==> src/rtl/sad_datapath.sv <==
// sad_datapath: SAD datapath with operand memories, index counter, operand registers, accumulator and result capture
module sad_datapath #(
  parameter int DATA_W = 8,
  parameter int N      = 32,
  parameter int ADDR_W = 5,
  parameter int SUM_W  = 16
) (
  input  logic              Clk,
  input  logic              Rst,
  input  logic              i_clr,
  input  logic              i_ld,
  input  logic              temp1_clr,
  input  logic              temp1_ld,
  input  logic              temp2_clr,
  input  logic              temp2_ld,
  input  logic              sum_clr,
  input  logic              sum_ld,
  input  logic              muxsel,
  input  logic              R_en,
  input  logic              done,
  input  logic              mem_we,
  input  logic              mem_sel,
  input  logic [ADDR_W-1:0] mem_waddr,
  input  logic [DATA_W-1:0] mem_wdata,
  output logic              temp1_gt_temp2,
  output logic              i_lt_32,
  output logic [SUM_W-1:0]  sad_out,
  output logic              sad_valid
);
  localparam logic [ADDR_W:0] N_I = (ADDR_W+1)'(N);
  logic [DATA_W-1:0] mem_a [2**ADDR_W];
  logic [DATA_W-1:0] mem_b [2**ADDR_W];
  logic [ADDR_W:0]   i;
  logic [DATA_W-1:0] rd_a, rd_b, temp1, temp2, diff;
  logic [SUM_W-1:0]  sum;
  assign temp1_gt_temp2 = temp1 > temp2;
  assign i_lt_32        = i < N_I;
  assign diff           = muxsel ? temp1 - temp2 : temp2 - temp1;
  // Memories are deliberately outside reset so preloaded data survives an abort
  always_ff @(posedge Clk) begin
    if (mem_we && !mem_sel) mem_a[mem_waddr] <= mem_wdata;
    if (mem_we && mem_sel) mem_b[mem_waddr] <= mem_wdata;
  end
  always_ff @(posedge Clk or negedge Rst) begin
    if (!Rst) begin
      i         <= '0;
      rd_a      <= '0;
      rd_b      <= '0;
      temp1     <= '0;
      temp2     <= '0;
      sum       <= '0;
      sad_out   <= '0;
      sad_valid <= 1'b0;
    end else begin
      i     <= i_clr ? '0 : (i_ld && i < N_I) ? i + 1'b1 : i;
      rd_a  <= R_en ? mem_a[i[ADDR_W-1:0]] : rd_a;
      rd_b  <= R_en ? mem_b[i[ADDR_W-1:0]] : rd_b;
      temp1 <= temp1_clr ? '0 : temp1_ld ? rd_a : temp1;
      temp2 <= temp2_clr ? '0 : temp2_ld ? rd_b : temp2;
      sum   <= sum_clr ? '0 : sum_ld ? sum + SUM_W'(diff) : sum;
      // Capture samples the pre-edge sum and overrides a coincident clear of the valid flag
      sad_out   <= done ? sum : sad_out;
      sad_valid <= done ? 1'b1 : sum_clr ? 1'b0 : sad_valid;
    end
  end
endmodule
==> config.mk <==
export PLATFORM = sky130hd
export DESIGN_NAME = sad_datapath
export DESIGN_NICKNAME = d
export VERILOG_FILES = /design/src/rtl/sad_datapath.sv
export SDC_FILE = /design/constraint.sdc
export NUM_CORES = 1
export LEC_CHECK = 0
export ABC_AREA = 1
export ABC_CLOCK_PERIOD_IN_PS = 7700
export BUFFER_PORTS_ARGS = -buffer_cell sky130_fd_sc_hd__buf_2
export CORE_MARGIN = 3
export CORE_UTILIZATION = 55
export CTS_CLUSTER_SIZE = 20
export DETAILED_ROUTE_END_ITERATION = 12
export HOLD_SLACK_MARGIN = 0.05
export PLACE_DENSITY = 0.79
export SETUP_SLACK_MARGIN = 0.2
export SYNTH_ARGS = -nofsm -noshare
export SYNTH_HDL_FRONTEND = slang
export SYNTH_SLANG_ARGS = --single-unit
==> constraint.sdc <==
create_clock -name Clk -period 7.7 [get_ports Clk]
set_clock_uncertainty 0.2 [all_clocks]
set_input_delay 1.155 -clock Clk [delete_from_list [all_inputs] [get_ports Clk]]
set_output_delay 1.155 -clock Clk [all_outputs]
set_load 0.05 [all_outputs]
==> flow_metrics.py, run 1 <==
metrics = {
    "finish": {
        "mostFrequentLayoutCell": "nand2_1",
        "syn_to_final_growth_pct": 9.616,
        "ff_latch_area_mm2": 0.01716,
        "multi_input_area_mm2": 0.006729,
        "fin_nets": 2377,
        "layout_common_cells": "912 x nand2_1, 512 x edfxtp_1, 317 x nand3_1, 88 x a21oi_1, 79 x nor2_1",
        "diodes": 0,
        "fillers": 3350,
        "final_cell_area_mm2": 0.02721,
        "drive_above_1_share": 0.06974,
    },
    "min_path": {
        "hold_path.class": "register to register",
        "holdPathEnd": "sad_valid",
        "min_from": "sad_valid",
        "hold_depth": 2,
    },
    "critical_path": {
        "cpPeakStageDelay_ns": 0.85,
        "r2r-end": "rd_b[2]",
        "end_kind": "register",
        "path_max_fanout": 93,
        "crit_type": "register to register",
        "crit_chain": "inv_6 -> buf_4 -> nand2_1 -> nand3_1 -> nand3_1 -> nand3_1 -> nand3_1 -> nand2_1 -> nand2_1 -> nand2_1",
        "slowest_stage": "dfrtp_4",
        "critical_path.top_delay_family": "buffers and inverters",
        "reg2regPathDepth": 10,
        "crit_required_ns": 8.03,
        "rrSetupSlack_ns": 3.98,
        "crit_path_start_kind": "register",
        "r2r-start": "i[0]",
        "worstPathArrival_ns": 4.05,
        "worst-path-buf-inv": 2,
    },
    "clock_network": {
        "h-tree-depth": 2,
        "clkLatencyLatePin_ns": 0.62,
        "cts_tree": "done",
        "cts_hold_buf": 0,
        "post_cts_buffers": 0,
        "clk_path_buf_depth": 3,
        "cts_resized": 0,
        "path_clk_slew_ns": 0.06,
        "cts_buffers": 58,
        "cts_sinks": 583,
        "clock-root-buffer": "clkbuf_16",
    },
    "outcome": {
        "status": "completed",
    },
    "timing": {
        "tightest_slew_ns": 1.328,
        "maxSlewViolCount": 0,
        "relSlewSlack": 0.1077,
        "finalHoldViolCount": 0,
        "setup_viol_count_final": 0,
        "rsz0062_at_grt": "false",
        "finalCritPeriodShare": 0.4835,
        "max_freq_ghz": 0.2686,
        "finalSetupTns_ns": 0,
        "fin_crit_ns": 3.723,
    },
    "floorplan": {
        "die_w_um": 218.5,
        "die_y_um": 218.5,
        "num_rows": 77,
        "coreArea_mm2": 0.04441,
        "initial_core_util": 0.5590,
        "pin_count": 47,
        "die-area_mm2": 0.04773,
    },
    "detailed_routing": {
        "avgRoutedWirePerCell_um": 20.14,
        "drt_drc_violations_left": 0,
        "ant_nets": 0,
        "vias": 17240,
        "dr.pass1.iters": 6,
        "viasPerCell": 5.829,
        "drt_wl_total_um": 59580,
        "drtIter0Drc": 2135,
    },
    "synthesis": {
        "ys_warn_count": 0,
        "synth_top_family_by_area": "simple AND/OR/NAND/NOR gates",
        "syn-cell-area_mm2": 0.02483,
        "synth_cell_types": 32,
        "syn_inst": 2313,
        "syn_area_per_cell_um2": 10.73,
        "synth_compound_area_frac": 0.02762,
        "synth_simple_gate_area_share": 0.2244,
        "synth_nets": 2370,
        "yosysSeqAreaShare": 0.6908,
        "synth_mux_area_frac": 0,
        "ys_ff_latch": 583,
        "synthAdderAreaFrac": 0.01552,
        "synth_xor_area_frac": 0.003528,
    },
    "global_routing": {
        "grt-ovfl-total": 0,
        "grt_max_degree": 94,
        "grt_pass1_vias": 17100,
        "grt_antenna_before_repair": 0,
        "grt_pass1_wl_um": 93240,
        "grt_usage": 0.2514,
    },
    "place": {
        "io_buffers": 46,
        "place_area_mm2": 0.02533,
        "dpl.hpwl_um": 34610,
        "place.gp.congestion": 0.9111,
    },
    "power_and_ir_drop": {
        "power.density_mw_per_mm2": 263.1,
        "p_leak_nw": 10.67,
        "irDropWorstVdd_mv": 0.2163,
    },
    "run": {
        "drv_cap": 0,
    },
}
==> report_power, final <==
group	total (mW)	internal, mW	switching, mW
clock	2.78	1.61	1.17
combinational	0.807	0.230	0.577
sequential	3.57	3.52	0.0589
==> sequential cells by signal, summed over array words and instances (netlist names) <==
register,cells
temp2,8
rd_a,8
mem_b,256
mem_a,256
i,6
sad_out,16
rd_b,8
temp1,8
sad_valid,1
sum,16
==> how the worst max path moves through the flow <==
stage	cells past startpoint	end	from	slack [ns]
3_5_place_dp	5	mem_a[30][6]	mem_waddr[1]	3.85
4_1_cts	10	rd_a[0]	i[0]	4.08
5_1_grt	10	rd_a[0]	i[0]	3.76
3_3_place_gp	5	mem_a[30][0]	mem_waddr[1]	3.97
2_1_floorplan	16	sum[11]	muxsel	4.49
6_report	10	rd_b[2]	i[0]	3.98
==> synth_stat cells <==
master	instances	share of area
buf_1	11	0.0017
nor2_1	79	0.012
dfrtp_1	71	0.072
buf_4	25	0.0076
o21ai_0	33	0.0067
inv_2	3	0.00045
inv_4	1	0.00025
a211oi_1	1	0.00030
nand2_1	912	0.14
ha_1	26	0.013
o211ai_1	1	0.00030
buf_2	62	0.012
clkinv_1	3	0.00045
fa_1	3	0.0024
xor2_1	5	0.0018
or2_2	3	0.00076
a21oi_1	88	0.018
nand2_2	1	0.00025
o21bai_1	1	0.00030
o32a_1	1	0.00040
xnor2_1	5	0.0018
o22ai_1	4	0.0010
buf_6	2	0.00091
inv_1	74	0.011
nand3_1	317	0.064
nor3_1	38	0.0077
a21o_1	2	0.00060
nor2_4	1	0.00045
edfxtp_1	512	0.62
a21boi_0	1	0.00030
nand4_1	6	0.0015
clkbuf_1	21	0.0032
==> stage by stage <==
| step | std cells | utilization | power, mW | worst slack, ns | hold WS [ns] |
|---|---|---|---|---|---|
| after CTS | 2958 | 0.6128 | 7.173 | 4.080 | 0.2719 |
| after global routing | 2958 | 0.6128 | 7.403 | 3.764 | 0.2907 |
| after floorplan | 2313 | - | 4.187 | 4.492 | 0.2495 |
| after detailed placement | 2852 | 0.5703 | 4.426 | 3.852 | 0.2576 |
| after global placement | 2852 | 0.5703 | 4.401 | 3.965 | 0.2508 |
| final | 2958 | 0.6128 | 7.160 | 3.977 | 0.2678 |
==> cell families after synthesis <==
kind of cell / after synthesis
and+or+nand+nor: 1357
buffers and inverters: 202
adders and majority gates: 29
xor gates and xnor gates: 10
AOI/OAI and AO/OA: 132
DFF: 583
==> layer usage <==
layer  up-vias  part of all wire  track usage
met5         -                 0            0
met4         0             0.032      0.09198
met3       143             0.099      0.04324
li1       7878                 -            -
met2       971              0.48       0.4159
met1      8250              0.39       0.3376
==> final cells by class <==
class	count	share of cell area
clock buffer	78	0.05949
clock inverter	28	0.009747
inverter	81	0.01136
multi-input combinational	1528	0.2473
sequential	583	0.6304
tap	592	0.02722
timing repair buffer	68	0.01453
==> worst register-to-register path: cells and delay by family, from the launching register on <==
family                 cells  cell delay, ns
and+or+nand+nor            8            1.13
DFF                        1            0.85
buffers and inverters      2            1.48
Note: power is estimated with default switching activity, not from simulation.
==> run 2: changes to the inputs <==
--- a/config.mk
+++ b/config.mk
@@ -6,14 +6,14 @@
 export NUM_CORES = 1
 export LEC_CHECK = 0
 export ABC_AREA = 1
-export ABC_CLOCK_PERIOD_IN_PS = 7700
+export ABC_CLOCK_PERIOD_IN_PS = 3400
 export BUFFER_PORTS_ARGS = -buffer_cell sky130_fd_sc_hd__buf_2
 export CORE_MARGIN = 3
 export CORE_UTILIZATION = 55
 export CTS_CLUSTER_SIZE = 20
 export DETAILED_ROUTE_END_ITERATION = 12
 export HOLD_SLACK_MARGIN = 0.05
-export PLACE_DENSITY = 0.79
+export PLACE_DENSITY = 0.82
 export SETUP_SLACK_MARGIN = 0.2
 export SYNTH_ARGS = -nofsm -noshare
 export SYNTH_HDL_FRONTEND = slang
==> constraint.sdc (replaced) <==
create_clock -name Clk -period 3.4 [get_ports Clk]
set_clock_uncertainty 0.2 [all_clocks]
set_input_delay 0.51 -clock Clk [delete_from_list [all_inputs] [get_ports Clk]]
set_output_delay 0.51 -clock Clk [all_outputs]
set_load 0.05 [all_outputs]
==> run 2 against run 1 <==
Final cell count grew 1.9%. Register-to-register slack got worse by 3.6 ns. Worst hold slack got worse by 0.18 ns. Sequential cell count unchanged. Power grew 130%. Clock power is 130% higher. Count of clock-buffer cells in the layout up 1. Global-route usage up 0.33 points. Final area rose by 2.1%. Sequential share of layout area shrank 1.3 points. Combinational power is 140% higher. Largest cell class unchanged. Highest routed layer unchanged.
==> flow_metrics.py, run 2 (synthesized netlist as in run 1, its figures left out) <==
metrics = {
    "place": {
        "post-place-cells": 2901,
        "place_area_mm2": 0.02579,
        "io_buffers": 46,
        "dpl.hpwl_um": 36850,
        "place.gp.congestion": 0.9310,
    },
    "power_and_ir_drop": {
        "p_leak_nw": 10.99,
        "p_comb_frac": 0.117,
        "power.total_mw": 16.35,
        "switching_share": 0.2521,
        "p_switching_mw": 4.122,
        "power_frac_clock": 0.389,
        "irDropWorstVdd_mv": 0.5062,
        "p_int_mw": 12.23,
        "pwr-share-seq": 0.494,
        "power.density_mw_per_mm2": 588.4,
    },
    "critical_path": {
        "crit_path_start_kind": "register",
        "worst-path-buf-inv": 2,
        "end_kind": "register",
        "critical_path.top_delay_family": "buffers and inverters",
        "crit_required_ns": 3.68,
        "cp_common_cell": "nand3_1",
        "crit_chain": "inv_2 -> buf_4 -> nand3_1 -> nand3_1 -> nand3_1 -> nand3_1 -> nand2_1 -> nand2_1 -> nand2_1",
        "slowest_stage": "inv_2",
        "crit_type": "register to register",
        "critical_path.startpoint": "i[1]",
        "cpPeakStageDelay_ns": 0.91,
        "worstPathArrival_ns": 3.30,
        "r2r-start": "i[1]",
        "path_max_fanout": 49,
    },
    "timing": {
        "finalSetupTns_ns": 0,
        "maxSlewViolCount": 0,
        "finalCritPeriodShare": 0.8885,
        "rsz0062_at_grt": "false",
        "fin_crit_ns": 3.021,
        "relSlewSlack": 0.2786,
        "setup_viol_count_final": 0,
        "max_freq_ghz": 0.3310,
        "tightest_slew_ns": 1.081,
        "finalHoldViolCount": 0,
    },
    "run": {
        "drv_cap": 0,
    },
    "finish": {
        "layout_common_cells": "910 x nand2_1, 512 x edfxtp_1, 317 x nand3_1, 87 x a21oi_1, 79 x nor2_1",
        "syn_to_final_growth_pct": 11.94,
        "multi_input_area_mm2": 0.006759,
        "final-instance-count-excl-fill": 3015,
        "fin_nets": 2431,
        "mostFrequentLayoutCell": "nand2_1",
        "ff_latch_area_mm2": 0.01716,
        "fin_util": 0.6258,
        "fillers": 3247,
        "diodes": 0,
        "largest_registers": "mem_a (256), mem_b (256)",
        "drive_above_1_share": 0.09080,
        "final_cell_area_mm2": 0.02779,
    },
    "floorplan": {
        "die_w_um": 218.5,
        "initial_core_util": 0.5590,
        "die_y_um": 218.5,
        "die-area_mm2": 0.04773,
        "pin_count": 47,
        "coreArea_mm2": 0.04441,
        "num_rows": 77,
    },
    "outcome": {
        "status": "completed",
    },
    "detailed_routing": {
        "viasPerCell": 5.817,
        "ant_nets": 0,
        "drt_drc_violations_left": 0,
        "drtIter0Drc": 2399,
        "avgRoutedWirePerCell_um": 20.05,
        "dr.pass1.iters": 6,
        "drt_wl_total_um": 60440,
        "vias": 17540,
    },
    "clock_network": {
        "path_clk_slew_ns": 0.06,
        "cts_tree": "done",
        "clk_path_buf_depth": 3,
        "cts_buffers": 57,
        "cts_sinks": 583,
        "h-tree-depth": 2,
        "clock-root-buffer": "clkbuf_16",
        "clkLatencyLatePin_ns": 0.62,
    },
    "global_routing": {
        "grt_max_degree": 213,
        "grt_pass1_vias": 17030,
        "grt-ovfl-total": 0,
        "grt_antenna_before_repair": 0,
        "grt_pass1_wl_um": 94210,
        "grt_usage": 0.2547,
    },
    "min_path": {
        "min_from": "sum_clr",
        "hold_path.class": "primary input to register",
    },
}
run 2: path summary, 6_finish.rpt:
| path | to | slack, ns | cells after the start |
|---|---|---|---|
| setup / recovery | rd_a[3] | 0.38 | 9 |
| hold / removal | sum[0] | 0.08 | 4 |
| setup reg to reg | rd_a[3] | 0.38 | 9 |
| hold reg to reg | sad_out[9] | 0.27 | 2 |
| max in group asynchronous | sum[13] | 1.81 | 3 |
| min in group asynchronous | sum[1] | 0.39 | 2 |
run 2: tightest hold or removal path, delay by kind of cell:
kind | cells | cell delay (ns)
simple gates | 2 | 0.14
buf+inv | 1 | 0.11
compound gates | 1 | 0.07
run 2: final cells by class:
class,count,area share
flip-flops and latches,583,0.6173
multi-input cells,1528,0.2432
clock buffers,79,0.05650
repair buffers,123,0.03268
well taps,592,0.02665
clock inverters,29,0.01256
inverters,81,0.01112
run 2: what timing repair did:
item / 4_1_cts / 5_1_grt
hold endpoints to repair: 51 / 0
hold buffers: 5 / 0
setup endpoints to repair: 0 / 8
gates resized for setup: 0 / 9
setup buffers: 0 / 1
run 2: power groups by stage:
stage | clock (mW) | combinational (mW) | sequential, mW
2_1_floorplan | 0 | 1.17 | 8.31
3_3_place_gp | 0 | 1.78 | 8.21
3_5_place_dp | 0 | 1.84 | 8.22
4_1_cts | 6.43 | 1.86 | 8.08
5_1_grt | 6.74 | 2.12 | 8.09
6_report | 6.36 | 1.92 | 8.08
run 2: per-stage QoR:
step / hold WS (ns) / setup WS (ns)
finish: 0.08385 / 0.3790
global route: 0.09590 / 0.2019
CTS: 0.05548 / 0.3577
detailed placement: 0.2571 / 0.3384
global placement: 0.2483 / 0.4023
floorplan: 0.01441 / 0.6499
run 2: per-layer routing:
layer  share of wire  global-route usage
met4           0.028             0.08480
met3            0.10             0.05089
met5               0                   0
met1            0.39              0.3444
met2            0.48              0.4175
